<file path="config.mk">
export PLATFORM = sky130hd
export DESIGN_NAME = muldiv_unit
export DESIGN_NICKNAME = d
export VERILOG_FILES = /design/src/rtl/muldiv_unit.sv
export SDC_FILE = /design/constraint.sdc
export NUM_CORES = 1
export LEC_CHECK = 0
export BUFFER_PORTS_ARGS = -buffer_cell sky130_fd_sc_hd__buf_2
export CAP_MARGIN = 20
export CORE_MARGIN = 2
export CORE_UTILIZATION = 35
export CTS_BUF_LIST = sky130_fd_sc_hd__clkbuf_4
export DETAILED_ROUTE_END_ITERATION = 7
export GPL_TIMING_DRIVEN = 0
export PLACE_DENSITY_LB_ADDON = 0.25
export RECOVER_POWER = 100
export SYNTH_ARGS = -nofsm -noshare
export SYNTH_HDL_FRONTEND = slang
export SYNTH_SLANG_ARGS = --single-unit
</file>
<file path="constraint.sdc">
create_clock -name clk -period 5.2 [get_ports clk]
set_input_delay 1.3 -clock clk [delete_from_list [all_inputs] [get_ports clk]]
set_output_delay 1.3 -clock clk [all_outputs]
set_load 0.02 [all_outputs]
</file>
<file path="src/rtl/muldiv_unit.sv">
// -----------------------------------------------------------------------------
// muldiv_unit
//
// Iterative RV32M multiply/divide unit in the execute stage. It takes the two
// register-file read operands plus funct3, runs a 32-step shift-add multiply
// or restoring divide, and hands a 32-bit result and destination tag to
// writeback. A start/busy/done handshake lets the pipeline stall meanwhile.
//
// Ports
//   clk     in   1      rising-edge clock
//   reset   in   1      asynchronous, active-high reset
//   start   in   1      launch an operation (sampled only in IDLE or DONE)
//   flush   in   1      synchronous abort of the in-flight op; beats start
//   op      in   3      funct3: 0 MUL 1 MULH 2 MULHSU 3 MULHU
//                               4 DIV 5 DIVU 6 REM 7 REMU
//   a       in   WIDTH  rs1 operand
//   b       in   WIDTH  rs2 operand
//   rd_in   in   5      destination tag, captured with start
//   busy    out  1      CALC in progress
//   done    out  1      one-cycle pulse, result/rd_out valid
//   result  out  WIDTH  result, held until the next op completes
//   rd_out  out  5      tag belonging to result
//
// Configuration
//   MULDIV_FAST_MUL_EN  when defined, all multiplies complete through a
//                       single-cycle combinational multiplier (IDLE->DONE).
//                       Divides always use the iterative path.
//
// WIDTH must be 32: the iteration counter and divide special cases are sized
// for it.
// -----------------------------------------------------------------------------
module muldiv_unit #(
  parameter int WIDTH = 32
) (
  input  logic             clk,
  input  logic             reset,
  input  logic             start,
  input  logic             flush,
  input  logic [2:0]       op,
  input  logic [WIDTH-1:0] a,
  input  logic [WIDTH-1:0] b,
  input  logic [4:0]       rd_in,
  output logic             busy,
  output logic             done,
  output logic [WIDTH-1:0] result,
  output logic [4:0]       rd_out
);

  typedef enum logic [1:0] {
    ST_IDLE = 2'd0,
    ST_CALC = 2'd1,
    ST_DONE = 2'd2
  } state_t;

  // Sign-correct a finished magnitude computation.
  //   multiply: f_acc holds the 64-bit magnitude product
  //   divide:   f_acc holds {remainder, quotient} magnitudes
  function automatic logic [WIDTH-1:0] finalize(
    input logic [2:0]         f_op,
    input logic               f_neg,
    input logic [2*WIDTH-1:0] f_acc
  );
    logic [2*WIDTH-1:0] prod;
    logic [WIDTH-1:0]   part;
    prod = f_neg ? -f_acc : f_acc;
    part = f_op[1] ? f_acc[2*WIDTH-1:WIDTH] : f_acc[WIDTH-1:0];
    if (!f_op[2]) begin
      return (f_op == 3'd0) ? prod[WIDTH-1:0] : prod[2*WIDTH-1:WIDTH];
    end
    return f_neg ? -part : part;
  endfunction

  state_t             state_q, state_d;
  logic [4:0]         cnt_q, cnt_d;
  logic [2*WIDTH-1:0] acc_q, acc_d;
  logic [WIDTH-1:0]   opnd_q, opnd_d;    // |b|: multiplicand or divisor
  logic [2:0]         op_q, op_d;
  logic               neg_q, neg_d;
  logic [4:0]         rd_q, rd_d;
  logic [WIDTH-1:0]   result_q, result_d;
  logic [4:0]         rd_out_q, rd_out_d;

  // ---------------------------------------------------------------------------
  // Operand decode for the op being offered on the inputs
  // ---------------------------------------------------------------------------
  logic             a_sgn, b_sgn, a_neg, b_neg, neg_in;
  logic [WIDTH-1:0] mag_a, mag_b;
  logic             div_zero, div_ovf, fast_hit;
  logic [WIDTH-1:0] fast_div_res, fast_mul_res;

  // Signed rs1: MUL, MULH, MULHSU, DIV, REM. Signed rs2: same minus MULHSU.
  assign a_sgn  = (op != 3'd3) && (op != 3'd5) && (op != 3'd7);
  assign b_sgn  = a_sgn && (op != 3'd2);
  assign a_neg  = a_sgn & a[WIDTH-1];
  assign b_neg  = b_sgn & b[WIDTH-1];
  assign mag_a  = a_neg ? -a : a;
  assign mag_b  = b_neg ? -b : b;
  // Remainder follows the dividend's sign; everything else follows a^b.
  assign neg_in = (op[2] && op[1]) ? a_neg : (a_neg ^ b_neg);

  assign div_zero = (b == '0);
  // Signed overflow only for DIV/REM (op[0]==0 within the divide group).
  assign div_ovf  = !op[0] && (a == {1'b1, {(WIDTH-1){1'b0}}}) && (b == '1);
  // Divide by zero: quotient all ones, remainder a. Overflow: quotient is a
  // (0x8000_0000), remainder 0.
  assign fast_div_res = div_zero ? (op[1] ? a : '1) : (op[1] ? '0 : a);

`ifdef MULDIV_FAST_MUL_EN
  localparam bit FastMul = 1'b1;
  logic [2*WIDTH-1:0] mag_prod;
  assign mag_prod     = (2*WIDTH)'(mag_a) * (2*WIDTH)'(mag_b);
  assign fast_mul_res = finalize(op, neg_in, mag_prod);
`else
  localparam bit FastMul = 1'b0;
  assign fast_mul_res = '0;
`endif

  assign fast_hit = op[2] ? (div_zero | div_ovf) : FastMul;

  // ---------------------------------------------------------------------------
  // One iteration of each algorithm on the held state
  // ---------------------------------------------------------------------------
  // Multiply: multiplier sits in acc low half and shifts out LSB first while
  // the partial product grows into the high half (33-bit add keeps the carry).
  logic [WIDTH:0]     mul_sum;
  logic [2*WIDTH-1:0] mul_next;
  assign mul_sum  = {1'b0, acc_q[2*WIDTH-1:WIDTH]}
                  + {1'b0, (acc_q[0] ? opnd_q : {WIDTH{1'b0}})};
  assign mul_next = {mul_sum, acc_q[WIDTH-1:1]};

  // Restoring divide: {rem, dividend} shifts left one bit; trial-subtract the
  // divisor, and a missing borrow means the quotient bit is 1.
  logic [WIDTH:0]     div_shift, div_diff;
  logic               div_ge;
  logic [WIDTH-1:0]   div_rem;
  logic [2*WIDTH-1:0] div_next;
  assign div_shift = {acc_q[2*WIDTH-1:WIDTH], acc_q[WIDTH-1]};
  assign div_diff  = div_shift - {1'b0, opnd_q};
  assign div_ge    = !div_diff[WIDTH];
  assign div_rem   = div_ge ? div_diff[WIDTH-1:0] : div_shift[WIDTH-1:0];
  assign div_next  = {div_rem, acc_q[WIDTH-2:0], div_ge};

  logic [2*WIDTH-1:0] step;
  assign step = op_q[2] ? div_next : mul_next;

  // ---------------------------------------------------------------------------
  // Next-state / datapath control
  // ---------------------------------------------------------------------------
  always_comb begin
    // NOTE: every variable gets a hold value first so no path leaves one
    // unassigned; otherwise synthesis infers latches.
    state_d  = state_q;
    cnt_d    = cnt_q;
    acc_d    = acc_q;
    opnd_d   = opnd_q;
    op_d     = op_q;
    neg_d    = neg_q;
    rd_d     = rd_q;
    result_d = result_q;
    rd_out_d = rd_out_q;

    if (flush) begin
      // Kill wins over start; the visible result/tag are left untouched.
      state_d = ST_IDLE;
    end else begin
      unique case (state_q)
        ST_IDLE, ST_DONE: begin
          if (start) begin
            op_d   = op;
            neg_d  = neg_in;
            rd_d   = rd_in;
            opnd_d = mag_b;
            acc_d  = {{WIDTH{1'b0}}, mag_a};
            if (fast_hit) begin
              state_d  = ST_DONE;
              result_d = op[2] ? fast_div_res : fast_mul_res;
              rd_out_d = rd_in;
            end else begin
              state_d = ST_CALC;
              cnt_d   = 5'(WIDTH - 1);
            end
          end else if (state_q == ST_DONE) begin
            state_d = ST_IDLE;
          end
        end
        ST_CALC: begin
          acc_d = step;
          cnt_d = cnt_q - 5'd1;
          if (cnt_q == 5'd0) begin
            state_d  = ST_DONE;
            result_d = finalize(op_q, neg_q, step);
            rd_out_d = rd_q;
          end
        end
        default: state_d = ST_IDLE;
      endcase
    end
  end

  // NOTE: state registers use non-blocking assignments so every flop samples
  // its pre-edge value regardless of statement order.
  always_ff @(posedge clk or posedge reset) begin
    if (reset) begin
      state_q  <= ST_IDLE;
      cnt_q    <= '0;
      acc_q    <= '0;
      opnd_q   <= '0;
      op_q     <= '0;
      neg_q    <= 1'b0;
      rd_q     <= '0;
      result_q <= '0;
      rd_out_q <= '0;
    end else begin
      state_q  <= state_d;
      cnt_q    <= cnt_d;
      acc_q    <= acc_d;
      opnd_q   <= opnd_d;
      op_q     <= op_d;
      neg_q    <= neg_d;
      rd_q     <= rd_d;
      result_q <= result_d;
      rd_out_q <= rd_out_d;
    end
  end

  assign busy   = (state_q == ST_CALC);
  assign done   = (state_q == ST_DONE);
  assign result = result_q;
  assign rd_out = rd_out_q;

endmodule
</file>
==> flow_summary.toml <==
[run_status]
outcome = "finished, violations left"
violations = "max-capacitance violations, max-slew violations, negative setup slack"

[power]
p_per_area_nw_per_um2 = 467
p_total_mw = 10.3
static-leakage-power_nw = 8.84
ir_drop_v = 0.000182

[detailed_routing]
antenna_left = 0
num_vias = 22100
drt_wl_total_um = 102000
wl_per_cell_um = 29.7
drc = 0
viasPerCell = 6.47
first_iter_violations = 3079
dr.pass1.iters = 8

[worst_hold_path]
hold_class = "reg -> reg"

[global_route]
grt_pass1_vias = 20500
antenna_found_initial = 5
groute.usage.overall = 0.371
grt_overflow_total = 0
grt_max_degree = 36
grt_pass1_wl_um = 144000

[job]
drv_cap = 4

[logic_synthesis]
synth_edf_count = 0
yosys.area.top_type = "dfrtp_1"
synthTopCellsByCount = "nor2_1, nand2_1, a21oi_1"
synthArstFlopShare = 1.00
synthCells = 2472
synth_top_area_frac = 0.205
ys.flop_type = "dfrtp_1"
seq_area_frac_synth = 0.205
synth-warning-count = 0
synth.distinct_cells = 115
ys_seq_elements = 149
syn_area_sq_um = 18200
post-synth-top-count-cell = "nor2_1"
synth_area_leaders = "dfrtp_1, a21oi_1, nor2_1"
synth_nets = 2621
syn_avg_cell_area_sq_um = 7.37

[floorplanning]
start_util = 0.354
ios = 115
die_area_sq_um = 53900
coreArea_sq_um = 51400
die_y_um = 232
rows = 83
die_w_um = 232

[timing]
grt_setup_unrepaired = "true"
worst_pin_slew_ns = 1.89
skew_ns = 0.0278
setup_viol = 28
post-route-period-util = 1.13
final-max-slew-violation-count = 122
clock.fmax_mhz = 170
finalWorstSetupSlack_ns = -0.667
post-route-min-period_ns = 5.87
relSlewSlack = -0.259
timing_hold_violations_final = 0
holdWs_ns = 0.501

[clock_tree]
cts_tree = "yes"
cts.hold.buffers_added = 0
cts_made_buffers = 17
clk_pin_slew_worst_paths_ns = 0.16
htreeDepth = 4
cts_root_buf = "clkbuf_4"
clock_sinks = 149
insertion_delay_ns = 0.84
clockBufferDepth = 2

[cells_and_area]
syn2layout_area_growth_pct = 21.4
fillers = 5439
drive_gt1_frac = 0.192
regArea_sq_um = 3730
final_nets = 2863
multi_input_area_sq_um = 14600

[worst_setup_path]
crit_arrival_ns = 6.61
required_ns = 5.94
cp_slowest_cell = "a211o_1"
start_kind = "flop"
end_kind = "flop"
worstPathMaxFanout = 10
slowest_delay_ns = 0.37
critPathKind = "reg -> reg"
cp_num_buf_inv = 9
cp_top_family = "buffers and inverters"
path_cells = "buf_2 -> buf_4 -> buf_4 -> buf_4 -> clkbuf_4 -> buf_4 -> buf_4 -> clkbuf_4 -> o221a_4 -> ha_4 -> o21a_4 -> nand3_4 -> nor3_4 -> and2_4 -> nand3_4 -> nor2_4 -> nand4_1 -> or2_4 -> nor3_4 -> buf_4 -> nor3_2 -> a211o_1 -> a41oi_2"
cp_common_cell = "buf_4"

[placement]
dpl.hpwl_um = 79100
portBuffers = 112
gp_congestion = 1.02
-- state kept, by name (all words and copies together) (netlist names) --
register / cells
acc_q: 64
opnd_q: 32
result: 32
cnt_q: 5
rd_out: 5
rd_q: 5
op_q: 3
state_q: 2
neg_q: 1
-- cells in the final DEF, fill, tap and decap left out, types with 58 or more instances in the layout --
cell type | netlist | routed
xor2_1 | 62 | 61
buf_2 | 26 | 88
clkbuf_1 | 107 | 129
a21oi_1 | 236 | 223
dfrtp_1 | 149 | 145
nand2_1 | 256 | 254
nand3_1 | 68 | 58
inv_1 | 67 | 63
nor2_1 | 271 | 266
nor3_1 | 88 | 80
ha_1 | 71 | 66
o21ai_0 | 176 | 161
xnor2_1 | 90 | 86
buf_4 | 1 | 111
-- logic make-up (layout without fill, tap and decap cells) --
group                      count (synthesis)  in the layout  share of synthesized area
DFF                                      149            149                      0.205
xor gates and xnor gates                 154            154                     0.0755
AOI/OAI and AO/OA                        763            763                      0.276
buffers and inverters                    227            482                     0.0524
and+or+nand+nor                          985            985                      0.270
adders and majority gates                 91             91                     0.0609
other                                      0              8                          0
muxes                                    103            103                     0.0609
-- stage by stage --
| step | setup TNS, ns | std cells | setup slack (ns) | util | instance area (sq um) |
|---|---|---|---|---|---|
| final | -8.70 | 3415 | -0.667 | 0.430 | 22100 |
| after global routing | -8.92 | 3409 | -0.657 | 0.430 | 22100 |
| after CTS | -8.31 | 3372 | -0.673 | 0.418 | 21500 |
| after detailed placement | -74.10 | 3274 | -3.21 | 0.385 | 19800 |
| after global placement | -75.21 | 3264 | -3.76 | 0.383 | 19700 |
| after floorplan | -0.124 | 2472 | -0.0554 | - | 18300 |
-- final timing paths --
kind | to | slack [ns] | start | cells past startpoint
setup / recovery | result[22] | -0.67 | op_q[2] | 23
hold / removal | result[12] | 0.50 | result[12] | 2
setup reg to reg | result[22] | -0.67 | op_q[2] | 23
hold reg to reg | result[12] | 0.50 | result[12] | 2
max in group asynchronous | opnd_q[3] | 1.32 | reset | 4
min in group asynchronous | result[7] | 0.85 | reset | 2
-- what timing repair did --
action / in CTS / in global routing
gates resized for setup: 196 / 97
cloned: 0 / 0
pin swaps: 76 / 65
buffers inserted: 67 / 42
endpoints found under the setup margin: 45 / 37
endpoints found under the hold margin: 0 / 0
-- final cells by class --
| type | instances | share of cell area |
|---|---|---|
| multi-input combinational | 2096 | 0.662 |
| sequential | 149 | 0.169 |
| timing repair buffer | 232 | 0.0668 |
| tap | 680 | 0.0385 |
| buffer | 147 | 0.0352 |
| inverter | 71 | 0.0123 |
| clock inverter | 14 | 0.00928 |
| clock buffer | 18 | 0.00611 |
| antenna | 8 | 0.000905 |
-- routing by layer --
metal | GRT usage | share of wire | wire (um) | up-vias
met4 | 0.168 | 0.048 | 4880 | 2
met5 | 0 | 0.00014 | 14 | -
met1 | 0.515 | 0.43 | 43800 | 10900
met2 | 0.535 | 0.42 | 42400 | 1262
li1 | - | - | - | 9650
met3 | 0.0968 | 0.10 | 10500 | 237
-- worst min-delay path, delay by kind of cell (launching register included) --
| family | cells | cell delay [ns] |
|---|---|---|
| DFF | 1 | 0.38 |
| and+or+nand+nor | 1 | 0.05 |
| AOI/OAI and AO/OA | 1 | 0.06 |
-- power by group --
part | leakage, nW | internal, mW | total, mW | switching (mW)
sequential | 1.81 | 1.46 | 1.85 | 0.393
clock | 0.173 | 0.392 | 0.962 | 0.570
combinational | 6.85 | 2.65 | 7.50 | 4.85
Power figures use the tool's default switching activity.
